**config.mk**
```make
export PLATFORM = sky130hd
export DESIGN_NAME = rgb_stream_packer_flat
export DESIGN_NICKNAME = d
export VERILOG_FILES = /design/src/rtl/rgb_stream_packer_if.sv /design/src/rtl/rgb_stream_packer.sv /design/src/flat_wrapper.sv
export SDC_FILE = /design/constraint.sdc
export NUM_CORES = 1
export LEC_CHECK = 0
export BUFFER_PORTS_ARGS = -buffer_cell sky130_fd_sc_hd__buf_2
export CAP_MARGIN = 20
export CORE_ASPECT_RATIO = 2
export CORE_MARGIN = 1
export CORE_UTILIZATION = 30
export DETAILED_ROUTE_END_ITERATION = 8
export GPL_ROUTABILITY_DRIVEN = 0
export GPL_TIMING_DRIVEN = 0
export SYNTH_ARGS = -nofsm -noshare
export SYNTH_HDL_FRONTEND = slang
export SYNTH_SLANG_ARGS = --single-unit
```
**constraint.sdc**
```tcl
create_clock -name aclk -period 2.66 [get_ports aclk]
set_input_delay 0.266 -clock aclk [delete_from_list [all_inputs] [get_ports aclk]]
set_output_delay 0.266 -clock aclk [all_outputs]
set_load 0.05 [all_outputs]
```
**src/rtl/rgb_stream_packer_if.sv**
```systemverilog
// Pixel input handshake and packed 32-bit AXI4-Stream output of rgb_stream_packer.
// slave is the packer's view; master is the pixel source / stream sink view.
interface rgb_stream_packer_if;
    logic [7:0]  in_r;
    logic [7:0]  in_g;
    logic [7:0]  in_b;
    logic        in_valid;
    logic        in_ready;
    logic        in_sof;
    logic        in_eol;
    logic [31:0] out_stream_tdata;
    logic [3:0]  out_stream_tkeep;
    logic        out_stream_tlast;
    logic        out_stream_tuser;
    logic        out_stream_tvalid;
    logic        out_stream_tready;

    modport slave (
        input  in_r, in_g, in_b, in_valid, in_sof, in_eol, out_stream_tready,
        output in_ready, out_stream_tdata, out_stream_tkeep, out_stream_tlast,
        output out_stream_tuser, out_stream_tvalid
    );

    modport master (
        output in_r, in_g, in_b, in_valid, in_sof, in_eol, out_stream_tready,
        input  in_ready, out_stream_tdata, out_stream_tkeep, out_stream_tlast,
        input  out_stream_tuser, out_stream_tvalid
    );
endinterface

```
**src/rtl/rgb_stream_packer.sv**
```systemverilog
// Packs 24-bit RGB pixels densely into 32-bit stream words (4 pixels -> 3 words),
// with SOF on tuser, EOL on tlast and a flush word for partial groups at line end.
module rgb_stream_packer #(
    parameter logic [7:0] PAD_BYTE = 8'h00
) (
    input  logic              aclk,
    input  logic              aresetn,
    rgb_stream_packer_if.slave bus,
    output logic              sof_misalign
);
    typedef enum logic {RUN, FLUSH} state_t;

    state_t      state, state_nxt;
    logic [1:0]  phase, phase_nxt;
    logic [23:0] hold, hold_nxt;
    logic        hold_sof, hold_sof_nxt;
    logic        flush_two, flush_two_nxt;
    logic        misalign_nxt;
    logic [31:0] tdata_nxt;
    logic [3:0]  tkeep_nxt;
    logic        tlast_nxt, tuser_nxt, tvalid_nxt;
    logic        load_ok, accept;
    logic [23:0] pix;

    assign pix         = {bus.in_r, bus.in_g, bus.in_b};
    assign load_ok     = !bus.out_stream_tvalid || bus.out_stream_tready;
    assign bus.in_ready = aresetn && (state == RUN) && load_ok;
    assign accept      = bus.in_valid && bus.in_ready;

    always_comb begin
        state_nxt     = state;
        phase_nxt     = phase;
        hold_nxt      = hold;
        hold_sof_nxt  = hold_sof;
        flush_two_nxt = flush_two;
        misalign_nxt  = sof_misalign;
        tdata_nxt     = bus.out_stream_tdata;
        tkeep_nxt     = bus.out_stream_tkeep;
        tlast_nxt     = bus.out_stream_tlast;
        tuser_nxt     = bus.out_stream_tuser;
        tvalid_nxt    = bus.out_stream_tvalid && !bus.out_stream_tready;

        if (accept) begin
            if (bus.in_sof && phase != 2'd0)
                misalign_nxt = 1'b1;
            case (phase)
                2'd0: begin
                    if (bus.in_eol) begin
                        tdata_nxt    = {PAD_BYTE, pix};
                        tkeep_nxt    = 4'h7;
                        tlast_nxt    = 1'b1;
                        tuser_nxt    = bus.in_sof;
                        tvalid_nxt   = 1'b1;
                        hold_nxt     = 24'h0;
                        hold_sof_nxt = 1'b0;
                    end else begin
                        // No word yet: the SOF of this pixel rides on the next word.
                        hold_nxt     = pix;
                        hold_sof_nxt = bus.in_sof;
                        phase_nxt    = 2'd1;
                    end
                end
                2'd1: begin
                    tdata_nxt     = {pix[7:0], hold};
                    tkeep_nxt     = 4'hF;
                    tlast_nxt     = 1'b0;
                    tuser_nxt     = hold_sof || bus.in_sof;
                    tvalid_nxt    = 1'b1;
                    hold_sof_nxt  = 1'b0;
                    hold_nxt      = {8'h0, pix[23:8]};
                    flush_two_nxt = 1'b1;
                    phase_nxt     = bus.in_eol ? 2'd0 : 2'd2;
                    state_nxt     = bus.in_eol ? FLUSH : RUN;
                end
                2'd2: begin
                    tdata_nxt     = {pix[15:0], hold[15:0]};
                    tkeep_nxt     = 4'hF;
                    tlast_nxt     = 1'b0;
                    tuser_nxt     = hold_sof || bus.in_sof;
                    tvalid_nxt    = 1'b1;
                    hold_sof_nxt  = 1'b0;
                    hold_nxt      = {16'h0, pix[23:16]};
                    flush_two_nxt = 1'b0;
                    phase_nxt     = bus.in_eol ? 2'd0 : 2'd3;
                    state_nxt     = bus.in_eol ? FLUSH : RUN;
                end
                default: begin
                    tdata_nxt    = {pix, hold[7:0]};
                    tkeep_nxt    = 4'hF;
                    tlast_nxt    = bus.in_eol;
                    tuser_nxt    = hold_sof || bus.in_sof;
                    tvalid_nxt   = 1'b1;
                    hold_sof_nxt = 1'b0;
                    hold_nxt     = 24'h0;
                    phase_nxt    = 2'd0;
                end
            endcase
        end else if (state == FLUSH && load_ok) begin
            // Leftover bytes of a pixel that already opened a word never carry tuser.
            tdata_nxt  = flush_two ? {PAD_BYTE, PAD_BYTE, hold[15:0]}
                                   : {PAD_BYTE, PAD_BYTE, PAD_BYTE, hold[7:0]};
            tkeep_nxt  = flush_two ? 4'h3 : 4'h1;
            tlast_nxt  = 1'b1;
            tuser_nxt  = 1'b0;
            tvalid_nxt = 1'b1;
            hold_nxt   = 24'h0;
            state_nxt  = RUN;
        end
    end

    always_ff @(posedge aclk or negedge aresetn) begin
        if (!aresetn) begin
            state                 <= RUN;
            phase                 <= 2'd0;
            hold                  <= 24'h0;
            hold_sof              <= 1'b0;
            flush_two             <= 1'b0;
            sof_misalign          <= 1'b0;
            bus.out_stream_tdata  <= 32'h0;
            bus.out_stream_tkeep  <= 4'h0;
            bus.out_stream_tlast  <= 1'b0;
            bus.out_stream_tuser  <= 1'b0;
            bus.out_stream_tvalid <= 1'b0;
        end else begin
            state                 <= state_nxt;
            phase                 <= phase_nxt;
            hold                  <= hold_nxt;
            hold_sof              <= hold_sof_nxt;
            flush_two             <= flush_two_nxt;
            sof_misalign          <= misalign_nxt;
            bus.out_stream_tdata  <= tdata_nxt;
            bus.out_stream_tkeep  <= tkeep_nxt;
            bus.out_stream_tlast  <= tlast_nxt;
            bus.out_stream_tuser  <= tuser_nxt;
            bus.out_stream_tvalid <= tvalid_nxt;
        end
    end
endmodule

```
**src/flat_wrapper.sv**
```systemverilog
// flat-port wrapper written by rule: the top's interface ports become plain ports
module rgb_stream_packer_flat 
#(
    parameter logic [7:0] PAD_BYTE = 8'h00
)
  (aclk, aresetn, sof_misalign, bus_in_r, bus_in_g, bus_in_b, bus_in_valid, bus_in_sof, bus_in_eol, bus_out_stream_tready, bus_in_ready, bus_out_stream_tdata, bus_out_stream_tkeep, bus_out_stream_tlast, bus_out_stream_tuser, bus_out_stream_tvalid);
  rgb_stream_packer_if bus_i ();
  input  logic aclk;
  input  logic aresetn;
  output logic sof_misalign;
  input wire logic [$bits(bus_i.in_r)-1:0] bus_in_r;
  input wire logic [$bits(bus_i.in_g)-1:0] bus_in_g;
  input wire logic [$bits(bus_i.in_b)-1:0] bus_in_b;
  input wire logic [$bits(bus_i.in_valid)-1:0] bus_in_valid;
  input wire logic [$bits(bus_i.in_sof)-1:0] bus_in_sof;
  input wire logic [$bits(bus_i.in_eol)-1:0] bus_in_eol;
  input wire logic [$bits(bus_i.out_stream_tready)-1:0] bus_out_stream_tready;
  output wire logic [$bits(bus_i.in_ready)-1:0] bus_in_ready;
  output wire logic [$bits(bus_i.out_stream_tdata)-1:0] bus_out_stream_tdata;
  output wire logic [$bits(bus_i.out_stream_tkeep)-1:0] bus_out_stream_tkeep;
  output wire logic [$bits(bus_i.out_stream_tlast)-1:0] bus_out_stream_tlast;
  output wire logic [$bits(bus_i.out_stream_tuser)-1:0] bus_out_stream_tuser;
  output wire logic [$bits(bus_i.out_stream_tvalid)-1:0] bus_out_stream_tvalid;
  assign bus_i.in_r = bus_in_r;
  assign bus_i.in_g = bus_in_g;
  assign bus_i.in_b = bus_in_b;
  assign bus_i.in_valid = bus_in_valid;
  assign bus_i.in_sof = bus_in_sof;
  assign bus_i.in_eol = bus_in_eol;
  assign bus_i.out_stream_tready = bus_out_stream_tready;
  assign bus_in_ready = bus_i.in_ready;
  assign bus_out_stream_tdata = bus_i.out_stream_tdata;
  assign bus_out_stream_tkeep = bus_i.out_stream_tkeep;
  assign bus_out_stream_tlast = bus_i.out_stream_tlast;
  assign bus_out_stream_tuser = bus_i.out_stream_tuser;
  assign bus_out_stream_tvalid = bus_i.out_stream_tvalid;
  rgb_stream_packer #(.PAD_BYTE(PAD_BYTE)) u_core (.aclk(aclk), .aresetn(aresetn), .bus(bus_i), .sof_misalign(sof_misalign));
endmodule
```
==> results.md <==
* Worst Path Max Fanout at 9
* Nets at 425
* Area of the mapped netlist at 3480 um^2
* Clock Skew at around 0.0045 ns
* CTS clk-pin slew, worst paths at about 0.06 ns
* Die X at a little under 80 um
* Mapped Nets at approximately 350
* Gate power share at 0.494
* Place WS at roughly 0.057 ns
* Max Freq at 0.430 GHz
* Startpoint types: register
* Seq/Total Area, Yosys at 0.496
* Share of power burned in registers at 0.289
* Design Area, Final at 4320 um^2
* DR vias at ~3000
* Library cells used by synthesis at between 40 and 50
* Top_reg_cell synth: dfrtp_1
* Pin count of the biggest net entering global routing at a little over 70
* Critical Path RT at 2.88 ns
* Post-synth ARST share at 1.00
* Gr ovfl total at 0
* Sw Ratio at 0.451
* R2r worst-path depth at 7
* Gr usage total at 0.196
* Filler instances at approximately 1100
* Crit Path Class: reg2reg
* Pwr Density at 1350 nW/um^2
* CP Depth at 7
* Initial Util at 0.308
* Area Overhead vs Synth at 24.0%
* Met1 global-route usage at 0.208
* Crit share post-route at 0.874
* Status: finished clean
* Synth Area per Inst at 11.2 um^2
* Worst rel slew slack at 0.398
* Count of final setup violators at 0
* Routed WL at 11200 um
* Die ar. at 12100 um^2
* GRT busiest layer: met2
* Max IR drop VDD at 0.552 mV
* M3 GR Usage at 0.0289
* Post-CTS setup buffer count at 0
* EDFF count, synth at 0
* Clk pwr share at 0.217
* Critical Path Slowest Stage Cell: nand4_1
* Arr. time, crit path at 2.55 ns
* Initial antenna violation count at 1
* Min Hold Slack at 0.0525 ns
* Worst setup margin at 0.335 ns
* Synth warn at 0
* Crit. End Element: register
* Critical path's top delay family: simple AND/OR/NAND/NOR gates
* Critical-path cell list: inv_1, ha_1, buf_2, nor2_2, nand4_1, a32o_1, mux2_2
* Routed vias/inst at ~5.6
* Num ports at 71
* Fraction of layout cells with a size suffix above 1 at 0.311
* Pleak at 2.01 nW
* GRT met2 Usage at 0.338
* Worst-Margin Slew at 0.903 ns
* TritonCTS Sinks at 69
* Max clock buf depth at 2
* #FFs+latches synth at between 60 and 70
* Clock Latency Late Sink at 0.34 ns
* Final Hold Fails at 0
* Biggest cell delay along the critical path at 0.44 ns
* WP buf/inv at 2
* Drt first pass iters at 7
* Unrepaired setup endpoints after global routing: no
* Final Max Slew Viols at 0
* Core Box Area at 11300 um^2
* Total CTS buffers at 9
* DRC violations left at 0
* ANT nets after route at 0
* Net switching power at around 0.0026 W
* Max Cap Viol at 0
* Initial DRC Count at between 300 and 400
* Post-Syn Instances at 310
* Cells after DPL at 521
* Internal at about 0.0032 W
* Global-route wire length before repair at 17700 um
* Number of H-tree levels at 3
* Dpl hpwl at 8220 um
* Vias in the first global route at between 3000 and 4000
* Minimum clock period at ~2.3 ns
* HP Class: in2async
* Routed wire per std cell at around 21 um
* Post-cts resize count at 0
* Dpl cell area at 4010 um^2
* Site Rows at 55
* Hold_buf cts at 0
* Clock tree root driver cell: clkbuf_16
* CTS tree: built
* Chip Height at between 150 and 200 um
* Non-Filler Instances at between 500 and 600
* I/O Buffers at 69
* Util after Layout at 0.382
-- synth_stat cells, types with 2 or more instances --
cell       number  area share
inv_1           5      0.0054
buf_1           2      0.0022
a22oi_1        24       0.052
and3_4          2      0.0065
nor2_1         27       0.029
nand2b_1        3      0.0054
mux2_2          5       0.016
nand3_1         3      0.0043
a21oi_1        19       0.027
and3_1          8       0.014
a222oi_1       16       0.046
buf_6           4       0.013
buf_4           3      0.0065
a32o_1          9       0.026
o2bb2ai_1      34       0.086
dfrtp_1        69        0.50
buf_2          11       0.016
o21ai_0         2      0.0029
nand4_1         2      0.0036
a211o_1         8       0.020
nor2b_1         3      0.0054
ha_1            5       0.018
clkbuf_1       11       0.012
mux2_4          4       0.017
a22o_1          4       0.010
a21o_1          2      0.0043
nand2_1         8      0.0086
a22o_2          4       0.012
-- power by group through the flow --
stage / clock (W) / sequential [W] / combinational (W)
2_1_floorplan: 0 / 0.00246 / 0.00133
3_3_place_gp: 0 / 0.00169 / 0.00283
3_5_place_dp: 0 / 0.00169 / 0.00285
4_1_cts: 0.00129 / 0.00168 / 0.00287
5_1_grt: 0.00134 / 0.00174 / 0.00307
6_report: 0.00126 / 0.00168 / 0.00287
-- cell type report --
cell class	instances	area, um^2	share of cell area
Clock inverter	5	75.1	0.0174
Tap cell	142	178	0.0412
Timing Repair Buffer	69	348	0.0806
Multi-Input combinational cell	205	1560	0.362
Clock buffer	11	233	0.0539
Sequential cell	69	1730	0.400
Buffer	31	171	0.0397
Antenna cell	1	2.50	0.000580
Inverter	5	18.8	0.00435
-- flip-flops by register name, summed over array words and instances (netlist names) --
signal                        count
u_core.bus.out_stream_tdata      32
u_core.hold                      24
u_core.bus.out_stream_tkeep       4
u_core.phase                      2
u_core.bus.out_stream_tlast       1
u_core.bus.out_stream_tuser       1
u_core.bus.out_stream_tvalid      1
u_core.flush_two                  1
u_core.hold_sof                   1
u_core.sof_misalign               1
u_core.state                      1
-- through the flow --
stage	TNS (ns)	total power, W
2_1_floorplan	0	0.00379
3_3_place_gp	-12.56	0.00451
3_5_place_dp	0	0.00454
4_1_cts	0	0.00584
5_1_grt	0	0.00615
6_report	0	0.00582
-- path summary, 6_finish.rpt --
check	start	endpoint	slack (ns)
setup / recovery	u_core.phase[0]$_DFFE_PN0P_	u_core.bus.out_stream_tdata[2]$_DFFE_PN0P_	0.34
hold / removal	aresetn	u_core.bus.out_stream_tdata[7]$_DFFE_PN0P_	0.05
setup reg to reg	u_core.phase[0]$_DFFE_PN0P_	u_core.bus.out_stream_tdata[2]$_DFFE_PN0P_	0.34
hold reg to reg	u_core.sof_misalign$_DFFE_PN0P_	u_core.sof_misalign$_DFFE_PN0P_	0.46
max in group asynchronous	aresetn	u_core.bus.out_stream_tkeep[2]$_DFFE_PN0P_	2.02
min in group aclk	bus_in_sof	u_core.hold_sof$_DFFE_PN0P_	0.18
-- cell families after synthesis --
group,synth area share
buffers and inverters,0.0546
flip-flops,0.496
multiplexers,0.0334
AO/OA/AOI/OAI,0.308
AND/OR/NAND/NOR,0.0902
adder cells (fa/ha/maj),0.0180
-- metal layers --
| metal | vias up | wire length, um |
|---|---|---|
| met1 | 1460 | 4170 |
| li1 | 1379 | - |
| met5 | - | 0 |
| met3 | 39 | 486 |
| met4 | 0 | 733 |
| met2 | 119 | 5800 |
-- layout by cell type, fill, tap and decap left out, drive strengths merged, types with 4 or more instances in the layout --
master	count
a211o	8
a21oi	20
a222oi	16
a22o	8
a22oi	24
a32o	9
and3	10
buf	89
clkbuf	22
dfrtp	69
ha	5
inv	5
mux2	9
nand2	9
nor2	28
nor2b	4
o2bb2ai	34
Note: power is estimated with default switching activity, not from simulation.
